<file path="src/rtl/cpu_pkg.sv">
// Shared CPU types: branch condition encodings, branch sequencer states and
// the default program counter width.
package cpu_pkg;

  localparam int PC_W_DEF = 16;

  typedef enum logic [2:0] {
    BPL = 3'b000,
    BMI = 3'b001,
    BVC = 3'b010,
    BVS = 3'b011,
    BCC = 3'b100,
    BCS = 3'b101,
    BNE = 3'b110,
    BEQ = 3'b111
  } branch_cond_e;

  typedef enum logic [2:0] {
    IDLE     = 3'd0,
    EVAL     = 3'd1,
    ADD_LOW  = 3'd2,
    FIX_HIGH = 3'd3,
    DONE     = 3'd4
  } branch_state_e;

endpackage

</file>
<file path="src/rtl/branch_unit_if.sv">
// Request/response bundle between the control sequencer and the branch unit.
interface branch_unit_if
  import cpu_pkg::*;
#(
  parameter int PC_W = PC_W_DEF
);
  logic            start;
  logic [2:0]      cond_sel;
  logic [7:0]      offset;
  logic [PC_W-1:0] pc_in;
  logic            flag_carry;
  logic            flag_zero;
  logic            flag_negative;
  logic            flag_overflow;
  logic            busy;
  logic            done;
  logic            taken;
  logic            pc_load;
  logic [PC_W-1:0] pc_out;

  modport master (
    output start, cond_sel, offset, pc_in,
    output flag_carry, flag_zero, flag_negative, flag_overflow,
    input  busy, done, taken, pc_load, pc_out
  );

  modport slave (
    input  start, cond_sel, offset, pc_in,
    input  flag_carry, flag_zero, flag_negative, flag_overflow,
    output busy, done, taken, pc_load, pc_out
  );
endinterface

</file>
<file path="src/rtl/branch_cond_eval.sv">
// Pure combinational 6502 branch condition: opcode bits [7:5] pick a flag,
// bit 5 selects whether the branch fires on the flag being set or clear.
module branch_cond_eval (
  input  logic [2:0] cond_sel,
  input  logic       flag_carry,
  input  logic       flag_zero,
  input  logic       flag_negative,
  input  logic       flag_overflow,
  output logic       taken
);
  logic flag_sel;

  always_comb begin
    case (cond_sel[2:1])
      2'b00:   flag_sel = flag_negative;
      2'b01:   flag_sel = flag_overflow;
      2'b10:   flag_sel = flag_carry;
      default: flag_sel = flag_zero;
    endcase
  end

  assign taken = ~(flag_sel ^ cond_sel[0]);
endmodule

</file>
<file path="src/rtl/branch_unit.sv">
// 6502 relative branch sequencer: snapshots the request, evaluates the
// condition, adds the offset low byte first and fixes the high byte on a page cross.
module branch_unit
  import cpu_pkg::*;
#(
  parameter int PC_W         = PC_W_DEF,
  parameter bit PAGE_PENALTY = 1'b1
) (
  input  logic         clk,
  input  logic         reset,
  branch_unit_if.slave bus
);
  localparam int              HI_W   = PC_W - 8;
  localparam logic [HI_W-1:0] HI_ONE = HI_W'(1);

  branch_state_e   state_q, state_d;
  logic [2:0]      cond_q, cond_d;
  logic [7:0]      off_q, off_d;
  logic [PC_W-1:0] pc_q, pc_d;
  logic [3:0]      flags_q, flags_d;  // {N, V, C, Z}
  logic            busy_q, busy_d;
  logic            done_q, done_d;
  logic            taken_q, taken_d;
  logic            pc_load_q, pc_load_d;
  logic [PC_W-1:0] pc_out_q, pc_out_d;

  logic            cond_true;
  logic [8:0]      sum9;
  logic            page_cross;
  logic [HI_W-1:0] hi_fixed;

  branch_cond_eval u_cond (
    .cond_sel      (cond_q),
    .flag_carry    (flags_q[1]),
    .flag_zero     (flags_q[0]),
    .flag_negative (flags_q[3]),
    .flag_overflow (flags_q[2]),
    .taken         (cond_true)
  );

  // The carry out of the low-byte add crosses a page only when it disagrees
  // with the sign of the displacement.
  assign sum9       = {1'b0, pc_q[7:0]} + {1'b0, off_q};
  assign page_cross = off_q[7] ^ sum9[8];
  assign hi_fixed   = off_q[7] ? pc_q[PC_W-1:8] - HI_ONE : pc_q[PC_W-1:8] + HI_ONE;

  always_comb begin
    state_d  = state_q;
    cond_d   = cond_q;
    off_d    = off_q;
    pc_d     = pc_q;
    flags_d  = flags_q;
    taken_d  = taken_q;
    pc_out_d = pc_out_q;

    case (state_q)
      IDLE: begin
        if (bus.start) begin
          cond_d  = bus.cond_sel;
          off_d   = bus.offset;
          pc_d    = bus.pc_in;
          flags_d = {bus.flag_negative, bus.flag_overflow, bus.flag_carry, bus.flag_zero};
          state_d = EVAL;
        end
      end
      EVAL: begin
        if (cond_true) begin
          taken_d = 1'b1;
          state_d = ADD_LOW;
        end else begin
          taken_d  = 1'b0;
          pc_out_d = pc_q;
          state_d  = DONE;
        end
      end
      ADD_LOW: begin
        pc_out_d = {pc_q[PC_W-1:8], sum9[7:0]};
        state_d  = DONE;
        if (page_cross) begin
          if (PAGE_PENALTY) state_d = FIX_HIGH;
          else              pc_out_d[PC_W-1:8] = hi_fixed;
        end
      end
      FIX_HIGH: begin
        pc_out_d[PC_W-1:8] = hi_fixed;
        state_d            = DONE;
      end
      DONE:    state_d = IDLE;
      default: state_d = IDLE;
    endcase

    // Status outputs are registered views of the state being entered.
    busy_d    = (state_d != IDLE);
    done_d    = (state_d == DONE);
    pc_load_d = done_d & taken_d;
  end

  always_ff @(posedge clk or posedge reset) begin
    if (reset) begin
      state_q   <= IDLE;
      cond_q    <= '0;
      off_q     <= '0;
      pc_q      <= '0;
      flags_q   <= '0;
      busy_q    <= 1'b0;
      done_q    <= 1'b0;
      taken_q   <= 1'b0;
      pc_load_q <= 1'b0;
      pc_out_q  <= '0;
    end else begin
      state_q   <= state_d;
      cond_q    <= cond_d;
      off_q     <= off_d;
      pc_q      <= pc_d;
      flags_q   <= flags_d;
      busy_q    <= busy_d;
      done_q    <= done_d;
      taken_q   <= taken_d;
      pc_load_q <= pc_load_d;
      pc_out_q  <= pc_out_d;
    end
  end

  assign bus.busy    = busy_q;
  assign bus.done    = done_q;
  assign bus.taken   = taken_q;
  assign bus.pc_load = pc_load_q;
  assign bus.pc_out  = pc_out_q;
endmodule

</file>
<file path="src/flat_wrapper.sv">
// flat-port wrapper written by rule: the top's interface ports become plain ports
module branch_unit_flat import cpu_pkg::*;
#(
  parameter int PC_W         = PC_W_DEF,
  parameter bit PAGE_PENALTY = 1'b1
)
  (clk, reset, bus_start, bus_cond_sel, bus_offset, bus_pc_in, bus_flag_carry, bus_flag_zero, bus_flag_negative, bus_flag_overflow, bus_busy, bus_done, bus_taken, bus_pc_load, bus_pc_out);
  branch_unit_if #(.PC_W(PC_W)) bus_i ();
  input  logic clk;
  input  logic reset;
  input wire logic [$bits(bus_i.start)-1:0] bus_start;
  input wire logic [$bits(bus_i.cond_sel)-1:0] bus_cond_sel;
  input wire logic [$bits(bus_i.offset)-1:0] bus_offset;
  input wire logic [$bits(bus_i.pc_in)-1:0] bus_pc_in;
  input wire logic [$bits(bus_i.flag_carry)-1:0] bus_flag_carry;
  input wire logic [$bits(bus_i.flag_zero)-1:0] bus_flag_zero;
  input wire logic [$bits(bus_i.flag_negative)-1:0] bus_flag_negative;
  input wire logic [$bits(bus_i.flag_overflow)-1:0] bus_flag_overflow;
  output wire logic [$bits(bus_i.busy)-1:0] bus_busy;
  output wire logic [$bits(bus_i.done)-1:0] bus_done;
  output wire logic [$bits(bus_i.taken)-1:0] bus_taken;
  output wire logic [$bits(bus_i.pc_load)-1:0] bus_pc_load;
  output wire logic [$bits(bus_i.pc_out)-1:0] bus_pc_out;
  assign bus_i.start = bus_start;
  assign bus_i.cond_sel = bus_cond_sel;
  assign bus_i.offset = bus_offset;
  assign bus_i.pc_in = bus_pc_in;
  assign bus_i.flag_carry = bus_flag_carry;
  assign bus_i.flag_zero = bus_flag_zero;
  assign bus_i.flag_negative = bus_flag_negative;
  assign bus_i.flag_overflow = bus_flag_overflow;
  assign bus_busy = bus_i.busy;
  assign bus_done = bus_i.done;
  assign bus_taken = bus_i.taken;
  assign bus_pc_load = bus_i.pc_load;
  assign bus_pc_out = bus_i.pc_out;
  branch_unit #(.PC_W(PC_W), .PAGE_PENALTY(PAGE_PENALTY)) u_core (.clk(clk), .reset(reset), .bus(bus_i));
endmodule
</file>
<file path="config.mk">
export PLATFORM = sky130hd
export DESIGN_NAME = branch_unit_flat
export DESIGN_NICKNAME = d
export VERILOG_FILES = /design/src/rtl/cpu_pkg.sv /design/src/rtl/branch_unit_if.sv /design/src/rtl/branch_cond_eval.sv /design/src/rtl/branch_unit.sv /design/src/flat_wrapper.sv
export SDC_FILE = /design/constraint.sdc
export NUM_CORES = 1
export LEC_CHECK = 0
export CAP_MARGIN = 15
export CORE_AREA = 5 5 105 107
export CTS_BUF_LIST = sky130_fd_sc_hd__clkbuf_4
export DETAILED_ROUTE_END_ITERATION = 8
export DIE_AREA = 0 0 110 112
export PLACE_DENSITY = 0.6
export SYNTH_ARGS = -nofsm -noshare
export SYNTH_HDL_FRONTEND = slang
export SYNTH_SLANG_ARGS = --single-unit
export TNS_END_PERCENT = 20
</file>
<file path="constraint.sdc">
create_clock -name clk -period 2.9 [get_ports clk]
set_input_delay 0.435 -clock clk [delete_from_list [all_inputs] [get_ports clk]]
set_output_delay 0.435 -clock clk [all_outputs]
set_load 0.005 [all_outputs]
</file>
======== Word-level counts from Yosys, hierarchy flattened ========
Cells that the tools add are included.
word-level totals
  bits in registers ....................... 54
  bits of input ports ..................... 34
  word-level logic and storage cells ...... 43
operators by class
  $add $sub $neg .......................... 3
  equal/unequal tests ..................... 7
  muxes and demuxes ....................... 11
  bitwise gates (word level) .............. 3
  reductions and logical operators ........ 8
operators by type and width
  kind                                               number
  one-hot mux 8 bit (3 select lines)                 1
  two-way mux 16 bit                                 1
  one-hot mux 8 bit (2 select lines)                 1
  one-hot mux 3 bit (4 select lines)                 1
  adder 8 x 8 -> 9 bit                               1
  two-way mux 3 bit                                  3
  adder 8 x 1 -> 8 bit (second input constant)       1
  two-way mux 8 bit                                  1
  subtractor 8 x 1 -> 8 bit (second input constant)  1
  == test 3 x 2 -> 1 bit (second input constant)     2
  AND reduction 2 bit                                3
  nonzero test 3 bit                                 2
  == test 3 x 1 -> 1 bit (second input constant)     1
  == test 3 bit (second input constant)              1
  logical NOT 3 bit                                  1
  one-hot mux 1 bit (3 select lines)                 1
  == test 2 x 1 -> 1 bit (second input constant)     1
  == test 2 bit (second input constant)              1
  logical NOT 2 bit                                  1
  two-way mux 1 bit                                  2
  inequality test 2 bit (second input constant)      1
  nonzero test 2 bit                                 1
  XOR 1 bit                                          2
  AND 1 bit                                          1

======== Depth between registers and ports, before layout ========
Gate-level depths: netlist (run 1).
  depth in word-level cells ............... 7
  mapped depth ............................ 8
  depth with buffers taken out ............ 7

======== By module ========
A second synthesis (run 1) with hierarchy kept.
second synthesis, totals
  cell total of the unflattened synthesis .. 254
  area, all modules ....................... 2839.0 um^2
modules (own cells, without submodules)
  module            instances  cells each  area an instance (um^2)  sequential area each (um^2)
  branch_unit       1          252         2807.7                   1351.3
  branch_cond_eval  1          2           31.3                     0.0

======== Worst setup path after synthesis (run 1) ========
OpenSTA, ideal clock, no wires.
  kind .................................... reg-to-reg
  start ................................... register u_core.pc_q[0]
  end ..................................... register u_core.state_q[1]
  data arrival time ....................... 2.043 ns
  data required time ...................... 2.758 ns
  slack ................................... 0.716 ns
  cell stages (with the launch flop) ...... 8
  path buffers ............................ 0
  cell sequence ........................... dfrtp_1 > ha_1 > fa_1 > a21o_1 > a21oi_1 > o21ai_0 > a211oi_1 > o21ai_0
between the ends
  cells in the longest elaborated chain, start to end .. 4
RTL lines
  what                                line                text
  start: declaration                  branch_unit.sv:19   logic [PC_W-1:0] pc_q, pc_d;
  start signal: assignment            branch_unit.sv:114  pc_q <= pc_d;
  adder 8 x 8 -> 9 bit                branch_unit.sv:43   assign sum9 = {1'b0, pc_q[7:0]} + {1'b0, off_q};
  XOR 1 bit                           branch_unit.sv:44   assign page_cross = off_q[7] ^ sum9[8];
  two-way mux 3 bit                   branch_unit.sv:79   if (page_cross) begin
  one-hot mux 3 bit (4 select lines)  branch_unit.sv:56   case (state_q)
  via u_core.state_d[1]               branch_unit.sv:16   branch_state_e state_q, state_d;
  end signal: assignment              branch_unit.sv:111  state_q <= state_d;
  end: declaration                    branch_unit.sv:16
The timed path passes the listed nets, and every way through them passes these cells.
A chain may end at the register's enable or synchronous reset.

======== Worst setup path after layout (run 1) ========
Ends and elaborated chain as after synthesis.

==> results.toml, run 1 <==
[status]
outcome = "finished clean"

[global_routing]
antenna_found_initial = 0
grt-ovfl-total = 0
grtUsageTotal_pct = 10.77
grt_pass1_wl_um = 10620
grt_max_degree = 34
grt_pass1_vias = 2211

[floorplan]
ios = 54
rows = 37
start_util_pct = 29.11
die_w_um = 110
die_y_um = 112
die_area_um2 = 12320
coreArea_um2 = 10050

[layout]
final_nets = 360
antenna_cells = 0
syn_to_final_growth_pct = 25.97
drive_gt1_share_pct = 16.72
post-route-util_pct = 36.67
final_cell_area_um2 = 3684

[timing]
period_share_pct = 84.21
worst_slack_ns = 0.4580
fin_tns_setup_ns = 0
slew_violations = 0
tightest_slew_ns = 0.5260
slew_headroom_pct = 64.72
setup_viol = 0
hold_viol_final = 0
fmax_ghz = 0.4095
final.min_clock_period_ns = 2.442
clock_skew_ns = 0.02698
rsz0062_at_grt = "false"

[synthesis]
async_reset_ff_share_pct = 100.0
synth_area_leaders = "dfrtp_1 46%, mux2_2 11%, ha_1 6.0%"
synth_edf_count = 0
synth_ff_type = "dfrtp_1"
yosys.area.top_type = "dfrtp_1"
ys_seq_area_share_pct = 46.21
synthCells = 254
syn-num-nets = 304
ys_warn_count = 0
netlist_area_um2 = 2924
ys_types = 45
yosys.area.top_type_share_pct = 46.21
ys_ff_latch = 54
postSynthAreaPerCell_um2 = 11.51

[routing]
routedWlPerCell_um = 14.03
routed_wl_um = 6271
vias = 2095
routed_via_density = 4.687
antenna_left = 0
drt_pre_antenna_iters = 4
drc = 0
drt_iter0_markers = 47

[setup_path]
critPathLaunchType = "register"
cp_max_fo = 5
cp.required_ns = 3.17
worstSetupPathType = "reg -> reg"
arrival_ns = 2.71
cp-end-kind = "register"
timing.rr.end = "u_core.state_q[1]"
rrSetupSlack_ns = 0.46
cp-endpoint = "u_core.state_q[1]"
reg2reg_depth = 7
worstSetupStartpoint = "u_core.pc_q[0]"
rr_startpoint = "u_core.pc_q[0]"

[clocking]
ctsRootBufferMaster = "clkbuf_4"
clock_path_buffers = 2
cts_buffers = 5
hold_buffers = 0
clk_pin_slew_ns = 0.18
htreeDepth = 2
cts_resized = 0
post_cts_buffers = 0
cts_tree = "built"
clk_latency_ns = 0.38
clock-sinks = 54

[pwr]
powerDensity_nw_per_um2 = 1144
finalPower_mw = 4.213
ir_drop_mv = 0.3643
leakagePower_nw = 1.519

[placed_design]
hpwl_um = 4758
io_buffer_count = 53
place_ws_ns = 0.4772
placed_area_um2 = 3622
gp_congestion = 0.7651

[flow_run]
cap_violations = 0

[hold_path]
hold_class = "in -> async"
placed cells by master, fill, tap and decap left out, types with 2 or more instances in the layout:
master	count
a21o_1	6
dfrtp_1	54
clkinvlp_4	2
o21ai_0	17
a211o_1	2
nand3_1	2
mux2_2	29
a31oi_1	2
inv_1	4
clkdlybuf4s50_1	53
fa_1	2
inv_2	2
or4_1	2
nor3b_1	3
buf_4	4
a211oi_1	7
o21bai_1	3
nor2_1	18
ha_1	14
a21oi_1	9
mux2i_1	15
o21a_1	6
clkbuf_4	5
xnor2_1	6
nor3_1	8
nor2b_1	3
nand2_1	13
synth_stat cells, drive strengths merged (6+ instances only):
| cell | number |
|---|---|
| dfrtp | 54 |
| mux2 | 29 |
| nor2 | 18 |
| o21ai | 17 |
| mux2i | 15 |
| ha | 14 |
| nand2 | 13 |
| a21oi | 9 |
| buf | 8 |
| nor3 | 8 |
| a211oi | 7 |
| inv | 7 |
| a21o | 6 |
| o21a | 6 |
| xnor2 | 6 |
flip-flops by register name (all words and copies together), names as in the netlist, 3 cells and up:
signal,cells
u_core.off_q,8
u_core.state_q,3
u_core.flags_q,4
u_core.pc_q,16
u_core.cond_q,3
u_core.bus.pc_out,16
worst max-delay path, cell delays in order (launching register included):
cell      delay (ns)
dfrtp_1         0.43
ha_1            0.25
fa_1            0.41
a21o_1          0.18
a21oi_1         0.30
o21ai_0         0.14
a211oi_1        0.47
o21ai_0         0.14
power breakdown:
group          switching, mW  internal (mW)  total [mW]
clock network          0.258         0.0976       0.356
registers              0.330           1.13        1.46
logic                   1.10           1.29        2.40
layout make-up:
type,instances,area (um2)
Clock buffer,5,37.54
Clock inverter,3,23.77
Fill cell,1028,6362
Inverter,7,28.78
Multi-Input combinational cell,184,1491
Sequential cell,54,1351
Tap cell,136,170.2
Timing Repair Buffer,58,580.6
worst min path at each step:
stage | from | endpoint | slack [ns] | cells after the start
6_report | reset | u_core.bus.pc_out[4] | 0.36 | 2
2_1_floorplan | u_core.off_q[0] | u_core.off_q[0] | 0.48 | 1
3_5_place_dp | u_core.bus.pc_out[9] | u_core.bus.pc_out[9] | 0.48 | 1
3_3_place_gp | u_core.bus.pc_out[9] | u_core.bus.pc_out[9] | 0.47 | 1
4_1_cts | reset | u_core.bus.pc_out[4] | 0.36 | 2
5_1_grt | reset | u_core.bus.pc_out[4] | 0.39 | 2
per-stage QoR:
stage | hold WS, ns | instances
after floorplan | 0.4849 | 254
after global placement | 0.4746 | 439
after detailed placement | 0.4822 | 439
after CTS | 0.3596 | 447
after global routing | 0.3856 | 447
final | 0.3611 | 447
cells by family after synthesis:
group | Yosys count | synth area share, %
AND/OR/NAND/NOR | 56 | 9.970
XOR/XNOR | 7 | 2.097
buffers and inverters | 16 | 3.081
adder cells (fa/ha/maj) | 16 | 7.360
multiplexers | 45 | 17.07
AO/OA/AOI/OAI | 60 | 14.21
flip-flops | 54 | 46.21
per-layer routing:
metal  vias up  share of wire (%)  track usage [%]  routed length [um]
li1       1040                  -                -                   -
met1      1014                 45            13.82                2846
met2        35                 49            18.12                3084
met3         6                4.4            2.783                 278
met4         0               0.97            2.244                  61
met5         -                  0                0                   0
Power figures use the tool's default switching activity.
==> run 2: changes to the inputs <==
--- a/config.mk
+++ b/config.mk
@@ -10,7 +10,7 @@
 export CTS_BUF_LIST = sky130_fd_sc_hd__clkbuf_4
 export DETAILED_ROUTE_END_ITERATION = 8
 export DIE_AREA = 0 0 110 112
-export PLACE_DENSITY = 0.6
+export PLACE_DENSITY = 0.62
 export SYNTH_ARGS = -nofsm -noshare
 export SYNTH_HDL_FRONTEND = slang
 export SYNTH_SLANG_ARGS = --single-unit
==> constraint.sdc (replaced) <==
create_clock -name clk -period 1.96 [get_ports clk]
set_input_delay 0.294 -clock clk [delete_from_list [all_inputs] [get_ports clk]]
set_output_delay 0.294 -clock clk [all_outputs]
set_load 0.005 [all_outputs]
==> results.toml, run 2 (synthesis results as in run 1) <==
[status]
outcome = "complete, but fails checks"
failed_checks = "setup timing"

[layout]
final_cell_area_um2 = 3945
drive_gt1_share_pct = 26.87
final_cell_mix = "53 x clkdlybuf4s50_1, 52 x dfrtp_1, 29 x mux2_2"
final_nets = 384
final_common_cell = "clkdlybuf4s50_1"
fillers = 1035
final_cells = 471
antenna_cells = 0
post-route-util_pct = 39.27
syn_to_final_growth_pct = 34.92

[clocking]
hold_buffers = 0
cts_buffers = 5
htreeDepth = 2
clk_pin_slew_ns = 0.16
ctsRootBufferMaster = "clkbuf_4"
clock-sinks = 54
clock_path_buffers = 2
clk_latency_ns = 0.37
cts_tree = "built"

[setup_path]
slowest_delay_ns = 0.52
critPathSlowestCell = "dfrtp_2"
worstSetupStartpoint = "u_core.off_q[7]"
worstSetupPathType = "reg -> reg"
path_cells = "ha_4 > or4_4 > o221a_2 > or4_1 > a31oi_1"
crit_family = "simple AND/OR/NAND/NOR gates"
rrSetupSlack_ns = -0.11
arrival_ns = 2.38
critPathLaunchType = "register"
timing.rr.end = "u_core.bus.pc_out[15]"
cp_max_fo = 8
reg2reg_depth = 5
cp.required_ns = 2.26
rr_startpoint = "u_core.off_q[7]"
worst-path-buf-inv = 0
cp-end-kind = "register"

[global_routing]
grt_util_met2_pct = 18.37
use_met1_pct = 14.61
grtUsageTotal_pct = 11.21
antenna_found_initial = 0
met3_usage_pct = 2.725
grt_pass1_vias = 2359
grt-ovfl-total = 0
grt_max_degree = 27
grt_pass1_wl_um = 11090
grt-busiest-layer = "met2"

[timing]
slew_violations = 0
slew_headroom_pct = 61.21
worst_slack_ns = -0.1148
period_share_pct = 105.9
hold_ws_ns = 0.2802
final.min_clock_period_ns = 2.075
setup_viol = 1
clock_skew_ns = 0.01783
fmax_ghz = 0.4820
tightest_slew_ns = 0.5810
fin_tns_setup_ns = -0.1148
rsz0062_at_grt = "true"
hold_viol_final = 0

[pwr]
ir_drop_mv = 0.7613
leakagePower_nw = 1.659
finalPower_mw = 6.946
powerDensity_nw_per_um2 = 1761

[routing]
vias = 2181
routedWlPerCell_um = 13.77
drt_pre_antenna_iters = 4
routed_via_density = 4.631
drt_iter0_markers = 67
drc = 0
antenna_left = 0
routed_wl_um = 6488

[placed_design]
placed_area_um2 = 3832
hpwl_um = 5069
place_ws_ns = -0.09611
dpl.cell_count = 462
gp_congestion = 0.7421
io_buffer_count = 53

[floorplan]
die_area_um2 = 12320
rows = 37
coreArea_um2 = 10050
die_y_um = 112
start_util_pct = 29.11
ios = 54
die_w_um = 110

[hold_path]
hold_class = "in -> async"

[flow_run]
cap_violations = 0
run 2: report_power, final:
group	internal [mW]	total [mW]	switching (mW)	leakage [nW]
registers	1.68	2.15	0.474	0.636
clock network	0.265	0.611	0.345	0.0450
logic	2.36	4.18	1.82	0.978
run 2: area by class of cell:
cell class | count | area, um2 | share of cell area, %
Clock inverter | 3 | 40.04 | 1.015
Sequential cell | 54 | 1354 | 34.32
Clock buffer | 5 | 37.54 | 0.9515
Multi-Input combinational cell | 184 | 1554 | 39.39
Tap cell | 136 | 170.2 | 4.313
Timing Repair Buffer | 82 | 760.7 | 19.28
Inverter | 7 | 28.78 | 0.7295
run 2: worst max-delay path by stage:
stage	endpoint	cells past startpoint	slack (ns)
6_report	u_core.bus.pc_out[15]	5	-0.11
5_1_grt	u_core.bus.pc_out[15]	6	-0.19
4_1_cts	u_core.bus.pc_out[15]	5	-0.11
3_5_place_dp	u_core.bus.pc_out[15]	6	-0.1
3_3_place_gp	u_core.bus.pc_out[15]	6	-0.06
2_1_floorplan	u_core.bus.pc_out[15]	5	-0.05
run 2: repair_timing:
| action | in CTS | in global routing |
|---|---|---|
| pin swaps | 3 | 1 |
| buffers inserted | 1 | 0 |
| endpoints found under the setup margin | 16 | 17 |
| resized for setup | 7 | 3 |
| gates cloned | 0 | 0 |
run 2: metal layers:
metal | part of all wire (%) | vias up
li1 | - | 1091
met1 | 44 | 1028
met2 | 49 | 48
met3 | 4.4 | 14
met4 | 1.9 | 0
met5 | 0 | -
==> run 3: changes to the inputs <==
--- a/config.mk
+++ b/config.mk
@@ -11,6 +11,8 @@
 export DETAILED_ROUTE_END_ITERATION = 8
 export DIE_AREA = 0 0 110 112
 export PLACE_DENSITY = 0.62
+export SKIP_CTS_REPAIR_TIMING = 1
+export SLEW_MARGIN = 20
 export SYNTH_ARGS = -nofsm -noshare
 export SYNTH_HDL_FRONTEND = slang
 export SYNTH_SLANG_ARGS = --single-unit
==> results.toml, run 3 (synthesis results as in run 1) <==
[status]
outcome = "complete, but fails checks"
failed_checks = "setup timing"

[pwr]
leakagePower_nw = 1.663
p_int_mw = 4.314
swShare_pct = 38.37
power_frac_seq_pct = 30.8
powerDensity_nw_per_um2 = 1768
finalPower_mw = 7.000
pwr-share-comb_pct = 60.5
ir_drop_mv = 0.7670
power.switching_mw = 2.686
p_clk_share_pct = 8.8

[clocking]
htreeDepth = 2
clock-sinks = 54
cts_buffers = 5
clk_pin_slew_ns = 0.16
clock_path_buffers = 2
clk_latency_ns = 0.37
ctsRootBufferMaster = "clkbuf_4"
cts_tree = "built"

[floorplan]
ios = 54
die_area_um2 = 12320
die_y_um = 112
coreArea_um2 = 10050
rows = 37
die_w_um = 110
start_util_pct = 29.11

[global_routing]
antenna_found_initial = 0
grtUsageTotal_pct = 11.18
grt_pass1_vias = 2348
grt_max_degree = 27
grt-ovfl-total = 0
grt_util_met2_pct = 18.45
grt-busiest-layer = "met2"
met3_usage_pct = 2.609
use_met1_pct = 14.61
grt_pass1_wl_um = 11070

[setup_path]
critPathLaunchType = "register"
worst-path-buf-inv = 0
cp.required_ns = 2.26
reg2reg_depth = 5
timing.rr.end = "u_core.bus.pc_out[15]"
arrival_ns = 2.37
crit_family = "simple AND/OR/NAND/NOR gates"
cp-end-kind = "register"
critPathSlowestCell = "dfrtp_2"
rr_startpoint = "u_core.off_q[7]"
slowest_delay_ns = 0.52
worstSetupPathType = "reg -> reg"
path_cells = "ha_4 > or4_4 > o221a_2 > or4_1 > a31oi_1"
cp_max_fo = 8
rrSetupSlack_ns = -0.11

[timing]
slew_headroom_pct = 61.28
hold_viol_final = 0
clock_skew_ns = 0.01446
slew_violations = 0
final.min_clock_period_ns = 2.071
setup_viol = 2
tightest_slew_ns = 0.5799
rsz0062_at_grt = "true"
period_share_pct = 105.7
fmax_ghz = 0.4828
worst_slack_ns = -0.1113

[hold_path]
hold_class = "in -> async"

[layout]
antenna_cells = 0
final_cells = 471
syn_to_final_growth_pct = 35.43
final_nets = 384
fillers = 1035
final_common_cell = "clkdlybuf4s50_1"
drive_gt1_share_pct = 27.46
final_cell_mix = "53 x clkdlybuf4s50_1, 52 x dfrtp_1, 29 x mux2_2"

[routing]
drc = 0
routed_via_density = 4.597
routedWlPerCell_um = 13.85
routed_wl_um = 6525
antenna_left = 0
vias = 2165
drt_iter0_markers = 73
drt_pre_antenna_iters = 4

[placed_design]
dpl.cell_count = 462
io_buffer_count = 53
hpwl_um = 5069
gp_congestion = 0.7421

[flow_run]
cap_violations = 0
## run 3: cell counts in the layout (fill, tap and decap cells not counted)
Identical to the previous run, type by type.
## run 3: area by class of cell
cell class                      count  area, um2  area share (%)
Clock buffer                        5      37.54          0.9479
Timing Repair Buffer               82      760.7           19.21
Tap cell                          136      170.2           4.297
Multi-Input combinational cell    184       1569           39.62
Sequential cell                    54       1354           34.19
Inverter                            7      28.78          0.7267
Clock inverter                      3      40.04           1.011
## run 3: how the worst max path moves through the flow
stage	from	to	depth (start not counted)	slack [ns]
finish	u_core.off_q[7]	u_core.bus.pc_out[15]	5	-0.11
global route	u_core.off_q[7]	u_core.bus.pc_out[15]	6	-0.19
CTS	u_core.pc_q[0]	u_core.state_q[2]	7	-0.13
detailed placement	u_core.off_q[7]	u_core.bus.pc_out[15]	6	-0.1
global placement	u_core.off_q[7]	u_core.bus.pc_out[15]	6	-0.06
floorplan	u_core.off_q[7]	u_core.bus.pc_out[15]	5	-0.05
## run 3: worst register-to-register path, stage by stage, from the launching register on
cell and delay [ns]:
dfrtp_2 0.52, ha_4 0.19, or4_4 0.52, o221a_2 0.25, or4_1 0.39, a31oi_1 0.13
## run 3: power groups by stage
stage	Combinational [mW]	Clock, mW	Sequential, mW
global placement	3.99	0	2.16
global route	4.75	0.690	2.24
CTS	4.08	0.634	2.16
floorplan	2.76	0	2.06
finish	4.23	0.614	2.15
detailed placement	4.06	0	2.18
## run 3: metal layers
layer  share of wire [%]  wire length (um)
met1                  45              2918
met2                  49              3209
met3                 4.1               268
met4                 2.0               128
met5                   0                 0
## run 3: through the flow
step	setup TNS, ns	hold WS (ns)	cell area [um2]	utilization [%]	setup slack, ns
after floorplan	-0.1659	0.4107	2962	-	-0.04541
after global placement	-0.2009	0.4725	3832	38.15	-0.05906
after detailed placement	-0.6184	0.4820	3832	38.15	-0.09611
after CTS	-1.157	0.2854	3910	38.92	-0.1348
after global routing	-0.8335	0.2968	3960	39.42	-0.1875
final	-0.1346	0.2788	3960	39.42	-0.1113
